File: src/rtl/adder_pkg.sv
// Shared definitions for the nibble-serial adder: controller state encoding
// and the width of the single adder slice.
package adder_pkg;

   localparam int unsigned SliceW = 4;

   typedef enum logic [1:0] {
      StIdle = 2'd0,
      StRun  = 2'd1,
      StDone = 2'd2
   } state_e;

endpackage

File: src/rtl/paralleladder.sv
// One ripple-carry adder slice, SliceW bits wide. Purely combinational.
module paralleladder
   import adder_pkg::*;
(
   input  logic [SliceW-1:0] a,
   input  logic [SliceW-1:0] b,
   input  logic              ci,
   output logic [SliceW-1:0] s,
   output logic              co
);

   logic [SliceW:0] c;

   assign c[0] = ci;

   for (genvar i = 0; i < SliceW; i++) begin : g_bit
      assign s[i]   = a[i] ^ b[i] ^ c[i];
      assign c[i+1] = (a[i] & b[i]) | (c[i] & (a[i] ^ b[i]));
   end

   assign co = c[SliceW];

endmodule

File: src/rtl/serial_add_ctrl.sv
// Nibble-serial adder controller. Captures an operand set, adds one nibble per
// cycle (LSB first) through a single shared slice, then holds the result until
// the consumer takes it.
module serial_add_ctrl
   import adder_pkg::*;
#(
   parameter int unsigned NIBBLES = 4
) (
   input  logic                      clk,
   input  logic                      rst_n,
   input  logic                      in_valid,
   output logic                      in_ready,
   input  logic [SliceW*NIBBLES-1:0] op_a,
   input  logic [SliceW*NIBBLES-1:0] op_b,
   input  logic                      cin,
   output logic                      out_valid,
   input  logic                      out_ready,
   output logic [SliceW*NIBBLES-1:0] sum,
   output logic                      cout
);

   localparam int unsigned W     = SliceW * NIBBLES;
   localparam int unsigned IdxW  = (NIBBLES > 1) ? $clog2(NIBBLES) : 1;
   // Wide enough to hold the bit offset of the top nibble.
   localparam int unsigned BaseW = IdxW + 2;
   localparam logic [IdxW-1:0] LastIdx = IdxW'(NIBBLES - 1);

   state_e            state_q, state_d;
   logic [IdxW-1:0]   idx_q, idx_d;
   logic              carry_q, carry_d;
   logic [W-1:0]      a_q, a_d;
   logic [W-1:0]      b_q, b_d;
   logic [W-1:0]      sum_q, sum_d;
   logic              cout_q, cout_d;

   logic [BaseW-1:0]  base;
   logic [SliceW-1:0] a_nib, b_nib, slice_s;
   logic              slice_co;

   assign base  = BaseW'(idx_q) * BaseW'(SliceW);
   assign a_nib = a_q[base +: SliceW];
   assign b_nib = b_q[base +: SliceW];

   paralleladder u_slice (
      .a  (a_nib),
      .b  (b_nib),
      .ci (carry_q),
      .s  (slice_s),
      .co (slice_co)
   );

   // Next-state and handshake outputs for the IDLE -> RUN -> DONE sequence.
   always_comb begin
      state_d   = state_q;
      idx_d     = idx_q;
      carry_d   = carry_q;
      a_d       = a_q;
      b_d       = b_q;
      sum_d     = sum_q;
      cout_d    = cout_q;
      in_ready  = (state_q == StIdle);
      out_valid = (state_q == StDone);

      unique case (state_q)
         StIdle: begin
            if (in_valid) begin
               a_d     = op_a;
               b_d     = op_b;
               carry_d = cin;
               idx_d   = '0;
               state_d = StRun;
            end
         end
         StRun: begin
            sum_d[base +: SliceW] = slice_s;
            carry_d               = slice_co;
            if (idx_q == LastIdx) begin
               cout_d  = slice_co;
               idx_d   = '0;
               state_d = StDone;
            end else begin
               idx_d = idx_q + IdxW'(1);
            end
         end
         StDone: begin
            // A fresh accept waits one cycle in IDLE after the handshake.
            if (out_ready) begin
               state_d = StIdle;
            end
         end
         default: begin
            state_d = StIdle;
         end
      endcase
   end

   // State and datapath registers; reset discards any operation in flight.
   always_ff @(posedge clk or negedge rst_n) begin
      if (!rst_n) begin
         state_q <= StIdle;
         idx_q   <= '0;
         carry_q <= 1'b0;
         a_q     <= '0;
         b_q     <= '0;
         sum_q   <= '0;
         cout_q  <= 1'b0;
      end else begin
         state_q <= state_d;
         idx_q   <= idx_d;
         carry_q <= carry_d;
         a_q     <= a_d;
         b_q     <= b_d;
         sum_q   <= sum_d;
         cout_q  <= cout_d;
      end
   end

   assign sum  = sum_q;
   assign cout = cout_q;

endmodule

File: config.mk
export PLATFORM = sky130hd
export DESIGN_NAME = serial_add_ctrl
export DESIGN_NICKNAME = d
export VERILOG_FILES = /design/src/rtl/adder_pkg.sv /design/src/rtl/paralleladder.sv /design/src/rtl/serial_add_ctrl.sv
export SDC_FILE = /design/constraint.sdc
export NUM_CORES = 1
export LEC_CHECK = 0
export CAP_MARGIN = 20
export CORE_ASPECT_RATIO = 0.6
export CORE_UTILIZATION = 50
export DETAILED_ROUTE_END_ITERATION = 16
export GPL_TIMING_DRIVEN = 0
export PLACE_DENSITY = 0.79
export SLEW_MARGIN = 20
export SYNTH_ARGS = -nofsm -noshare
export SYNTH_HDL_FRONTEND = slang
export SYNTH_SLANG_ARGS = --single-unit
File: constraint.sdc
create_clock -name clk -period 3 [get_ports clk]
set_input_delay 0.9 -clock clk [delete_from_list [all_inputs] [get_ports clk]]
set_output_delay 0.9 -clock clk [all_outputs]
set_load 0.02 [all_outputs]
Word-level counts from Yosys, hierarchy flattened
Cells that the tools add are included. Widths: inputs -> output; s select.

Output and inout port bits: 19. Input port bits: 37. Register bits: 54. Word-level logic and storage cells: 55.

Mux-type cells: 10. Eq/ne operators: 6. Bitwise logic cells: 20. Add/subtract/negate cells: 2. Reduce and logical (&&, ||, !) cells: 6. Shift-type cells: 4.

Operator list (number): $shiftx 16x5->4 (2); $bwmux 16 (1); $shift 4x6->16 const A (1); $shiftx 4x6->16 (1); $mux 2 (5); $and 1x1->1 (8); $xor 1x1->1 (8); $neg 4->6 (1); $pmux 2 s3 (1); $reduce_and 2->1 (3); $eq 2x2->1 const B (2); $ne 2x2->1 const B (2); $or 1x1->1 (4); $pmux 2 s2 (1); $reduce_and 3->1 (1); $add 2x1->2 const B (1); $eq 2x1->1 const B (1); $logic_not 2->1 (1); $ne 2x1->1 const B (1); $pmux 1 s2 (1); $reduce_bool 2->1 (1); $mux 1 (1).

Logic depth before layout (Yosys ltp)
Depth in word-level cells: 11. Mapped depth: 12. Gate-level depth less buffers: 11.

By module
A second synthesis with hierarchy kept.

Cell total of the unflattened synthesis: 186. Area, all modules: 2551.2 µm².

Modules (own cells, without submodules): serial_add_ctrl (sequential area each 1351.3 µm², times used 1, cells each 172, area an instance 2433.6 µm²); paralleladder (sequential area each 0.0 µm², times used 1, cells each 14, area an instance 117.6 µm²).

Least setup slack after synthesis
OpenSTA, ideal clock, no wires.

Kind: reg-to-reg. Start point: register idx_q[0]. End point: register sum_q[15] (netlist: sum[15]). Buffers on the path: 1. Slack: 0.268 ns. Period minus slack after synthesis: 2.732 ns. Data required time: 2.879 ns. Stages on the path, launching flop included: 12. Data arrival time: 2.611 ns. Cell sequence: dfrtp_1 > buf_4 > mux4_2 > inv_1 > fa_1 > inv_1 > fa_1 > inv_1 > fa_1 > inv_1 > fa_1 > a22o_1.

Cells in the longest elaborated chain, start to end: 11. Elaborated cells between the ends (all ways): 23. Classes of those cells: add/sub: 1; shift: 4; mux: 1; bitwise: 17.

Ends and longest elaborated chain: start: declaration (RTL line serial_add_ctrl.sv:29) `logic [IdxW-1:0] idx_q, idx_d;`; start signal: assignment (RTL line serial_add_ctrl.sv:109) `idx_q <= idx_d;`; $shiftx 16x5->4 (on tied branches) (RTL line serial_add_ctrl.sv:41, serial_add_ctrl.sv:42); $xor 1x1->1 (RTL line paralleladder.sv:17, paralleladder.sv:18); $and 1x1->1 (RTL line paralleladder.sv:18) `assign c[i+1] = (a[i] & b[i]) | (c[i] & (a[i] ^ b[i]));`; $or 1x1->1 (RTL line paralleladder.sv:18); $and 1x1->1 (RTL line paralleladder.sv:18); $or 1x1->1 (RTL line paralleladder.sv:18); $and 1x1->1 (RTL line paralleladder.sv:18); $or 1x1->1 (RTL line paralleladder.sv:18); $xor 1x1->1 (RTL line paralleladder.sv:17) `assign s[i] = a[i] ^ b[i] ^ c[i];`; $shiftx 4x6->16 (RTL line serial_add_ctrl.sv:75) `sum_d[base +: SliceW] = slice_s;`; $bwmux 16 * (RTL line serial_add_ctrl.sv:75); end signal: assignment (RTL line serial_add_ctrl.sv:113) `sum_q <= sum_d;`; end: declaration (RTL line serial_add_ctrl.sv:33) `logic [W-1:0] sum_q, sum_d;`.

Every way passes the cells marked *; elsewhere a longest branch is shown, timed or not. A chain may end at the register's enable or synchronous reset.

Worst setup path in the final report
Start point: register idx_q[1]. End point: register sum_q[15] (netlist: sum[15]).

Same word-level chain as after synthesis.

==> metrics list <==
* Ys flop type: sky130_fd_sc_hd__dfrtp_1
- Across the VDD grid, the largest voltage drop is 0.493 mV.
* Area enclosed by the die boundary: approximately 0.0055 mm2
* Area inside the core boundary: between 0.004 and 0.005 mm2
* Critical path class: reg -> reg
* Worst clock skew: 0.00568 ns
- Post-Synthesis Mean Instance Area: roughly 14 um2
* Via Count: roughly 1700
* Routed wire per std cell: 15.7 um
- After technology mapping, the gate count stands at 191.
* Antenna violations before repair: 0
* Cell at the slowest stage of the critical path: sky130_fd_sc_hd__fa_2
- The number of buffers and inverters on the critical path is 5.
* Number of DRC markers in iteration 0: between 40 and 50
- Final critical-path share of the clock period: 0.955
* Synth Register Bits: between 50 and 60
- Summed over all cells, the static leakage comes to between 1 and 1.5 nW.
- In this run, placement finished with an instance count of between 300 and 400.
- First-pass GRT wire length: 8.32 mm
* Max-slew headroom at the worst pin: 0.549
* Total track usage: 0.207
- The clock reaches the later pin of the worst-skew pair after between 0.3 and 0.4 ns.
- Traced cell by cell, the critical path runs through clkbuf_4 > mux4_2 > inv_1 > fa_1 > inv_1 > fa_2 > inv_2 > fa_2 > inv_1 > fa_2 > a22o_1.
- The synthesized design spends more area on one cell type than any other, namely sky130_fd_sc_hd__dfrtp_1.
* Number of buffers created by CTS: 5
- Root buffer selected by CTS: sky130_fd_sc_hd__clkbuf_8
- Max-cap viol count: 0
- Status: complete, no violations
- Most common library cells after synthesis: sky130_fd_sc_hd__dfrtp_1, sky130_fd_sc_hd__mux2_2, sky130_fd_sc_hd__nand2_1
- Post-Syn Area: approximately 0.0026 mm2
* Critical Path AT: between 3 and 4 ns
- Sum of routed wire length over all layers: slightly above 5 mm
- CTS tree: built
- In this run, synthesis inferred 0 flip-flops with an integrated enable.
- In the final layout, the share of cells above drive strength 1 is 0.268.
- CTS clock-pin slew for the worst setup and hold paths: approximately 0.090 ns
- Post-Syn Nets: around 240
* # DRC: 0
* Aggregate global routing overflow: 0
- Counting flops with an async set or reset pin after synthesis yields a share of 1.00.
- Total of warnings raised by yosys: 0
* Crit-path max FO: 9
- Via count of the first global-routing pass: ~1700
* Via density per instance: around 5.3
- Counting along the longest clock path gives a buffer depth of 2.
- After floorplanning, the core was divided into 19 placement rows.
- The routed design could run at a clock period as short as between 2 and 3 ns.
- Number of different library cells in the post-synthesis netlist: 33
- The max-slew violation total from the final report came to 0.
- At the pin with the least slew margin, the transition time is 0.676 ns.
* Post-route non-filler standard cell count: between 300 and 400
* Cell Pwr Density: ~1200 mW/mm2
- The pre-antenna-repair detailed-routing pass consisted of 4 iterations.
- Number of antenna-violating nets in the routed design: 0
- Entering global routing, the biggest net connects 55 pins.
* Die Y-Extent: between 50 and 60 um
- Among cell families on the critical path, the largest total delay comes from adder cells.
- From synthesis to final layout, the design area changed by 29.4%.
- Number of I/O port buffers: 55
- Number of inserted diodes: 0
* Fmax: approximately 350 MHz
- Endpoint type of the worst setup path: flip-flop
- Initial standard-cell utilization of the core: 0.543
- CTS built an H-tree with a depth of 2.
- Final hold viol count: 0
- Measured on the finished design, the core utilization comes to 0.703.
* Data required time at the worst endpoint: 3.20 ns
* Type of origin of the critical path: flip-flop
* Largest cells by area after synthesis: sky130_fd_sc_hd__dfrtp_1, sky130_fd_sc_hd__mux2_2, sky130_fd_sc_hd__mux4_2, sky130_fd_sc_hd__fa_1, sky130_fd_sc_hd__nand2_1
- Cts hold-fix bufs: 0
- The net count of the finished layout is between 300 and 400.
- Worst hold path class: reg -> reg
- Yosys top cell area share: 0.523
- From left edge to right edge, the die measures 94.8 um.
- Summed over all nets, the half-perimeter wirelength after detailed placement is ~3.8 mm.
* Crit-path max cell delay: between 0.4 and 0.5 ns
* Final weighted congestion in routability-driven placement: just under 0.8
* Number of sinks driven by the clock tree: 54
* Share of the yosys chip area belonging to registers: 0.523
* Number of setup violations in the final report: 0
- Number of I/O pins: 56
* Top-count cell post-synth: sky130_fd_sc_hd__dfrtp_1
## metrics by stage
step,hold slack [ns],instance area [um2],setup WS [ns],TNS [ns],power [mW]
floorplan,0.453,2580,0.268,0,2.65
global placement,0.467,3210,-0.587,-31.55,3.23
detailed placement,0.475,3210,-0.0244,-0.0444,3.35
CTS,0.495,3310,0.0553,0,3.77
global route,0.520,3340,-0.00179,-0.00179,4.14
finish,0.490,3340,0.135,0,3.84
## worst paths after layout
check                      startpoint  slack [ns]  cells past startpoint  endpoint
max                          idx_q[1]        0.14                     11   sum[15]
min reg2reg                   sum[10]        0.49                      2   sum[10]
max reg2reg                  idx_q[1]        0.14                     11   sum[15]
min in group asynchronous       rst_n        0.62                      1   sum[11]
min                           sum[10]        0.49                      2   sum[10]
max in group asynchronous       rst_n        1.93                      1   b_q[10]
## placed cells by master (no fill, tap or decap), drive strengths merged
cell type	netlist	layout
a22o	3	3
mux4	8	8
clkdlybuf4s50	0	54
buf	8	11
o41ai	1	1
o21bai	1	1
nor3b	3	3
nand2b	3	3
a22oi	1	1
fa	4	4
nor3	1	1
ha	6	6
dfrtp	54	54
nand3b	4	4
o21ai	8	8
nand2	21	21
clkinv	0	1
clkbuf	1	9
inv	13	13
mux2	33	33
o31ai	8	8
nand3	3	3
a21oi	1	1
nor2	2	2
nor4bb	1	1
or3	1	1
and2b	2	2
## state kept, by name, indices dropped and copies added (netlist names)
name	flops
a_q	16
b_q	16
carry_q	1
cout	1
idx_q	2
state_q	2
sum	16
## routing by layer
| layer | part of all wire | vias to the layer above | track usage | wire (um) |
|---|---|---|---|---|
| met4 | 0.0081 | 0 | 0.0606 | 41 |
| li1 | - | 802 | - | - |
| met3 | 0.049 | 5 | 0.0499 | 249 |
| met1 | 0.49 | 841 | 0.307 | 2490 |
| met5 | 0 | - | 0 | 0 |
| met2 | 0.45 | 48 | 0.308 | 2250 |
## worst register-to-register path, stage by stage, from the launching register on
cell                       delay [ns]
sky130_fd_sc_hd__dfrtp_1         0.44
sky130_fd_sc_hd__clkbuf_4        0.23
sky130_fd_sc_hd__mux4_2          0.24
sky130_fd_sc_hd__inv_1           0.05
sky130_fd_sc_hd__fa_1            0.38
sky130_fd_sc_hd__inv_1           0.08
sky130_fd_sc_hd__fa_2            0.19
sky130_fd_sc_hd__inv_2           0.04
sky130_fd_sc_hd__fa_2            0.33
sky130_fd_sc_hd__inv_1           0.08
sky130_fd_sc_hd__fa_2            0.49
sky130_fd_sc_hd__a22o_1          0.23
## logic make-up after synthesis
logic type | count (synthesis) | synth area share
AOI/OAI and AO/OA | 23 | 0.0601
adders and majority gates | 10 | 0.0601
buffers and inverters | 22 | 0.0475
DFF | 54 | 0.523
muxes | 41 | 0.215
and+or+nand+nor | 41 | 0.0940
## repair_timing
item / 4_1_cts / 5_1_grt
pin swaps: 0 / 2
endpoints found under the setup margin: 4 / 4
cloned: 0 / 0
buffers inserted: 1 / 2
resized for setup: 1 / 9
## where the power goes
part	internal (mW)	total (mW)	switching, mW
logic	1.08	2.19	1.11
registers	1.06	1.23	0.178
clock network	0.187	0.417	0.230
## final cells by class
| class | count | area, um2 |
|---|---|---|
| inverters | 13 | 48.8 |
| repair buffers | 58 | 571 |
| multi-input cells | 115 | 1120 |
| plain buffers | 9 | 80.1 |
| clock inverters | 1 | 5.00 |
| clock buffers | 7 | 86.3 |
| flip-flops and latches | 54 | 1350 |
| fillers | 350 | 1410 |
| well taps | 63 | 78.8 |
Note: power is estimated with default switching activity, not from simulation.
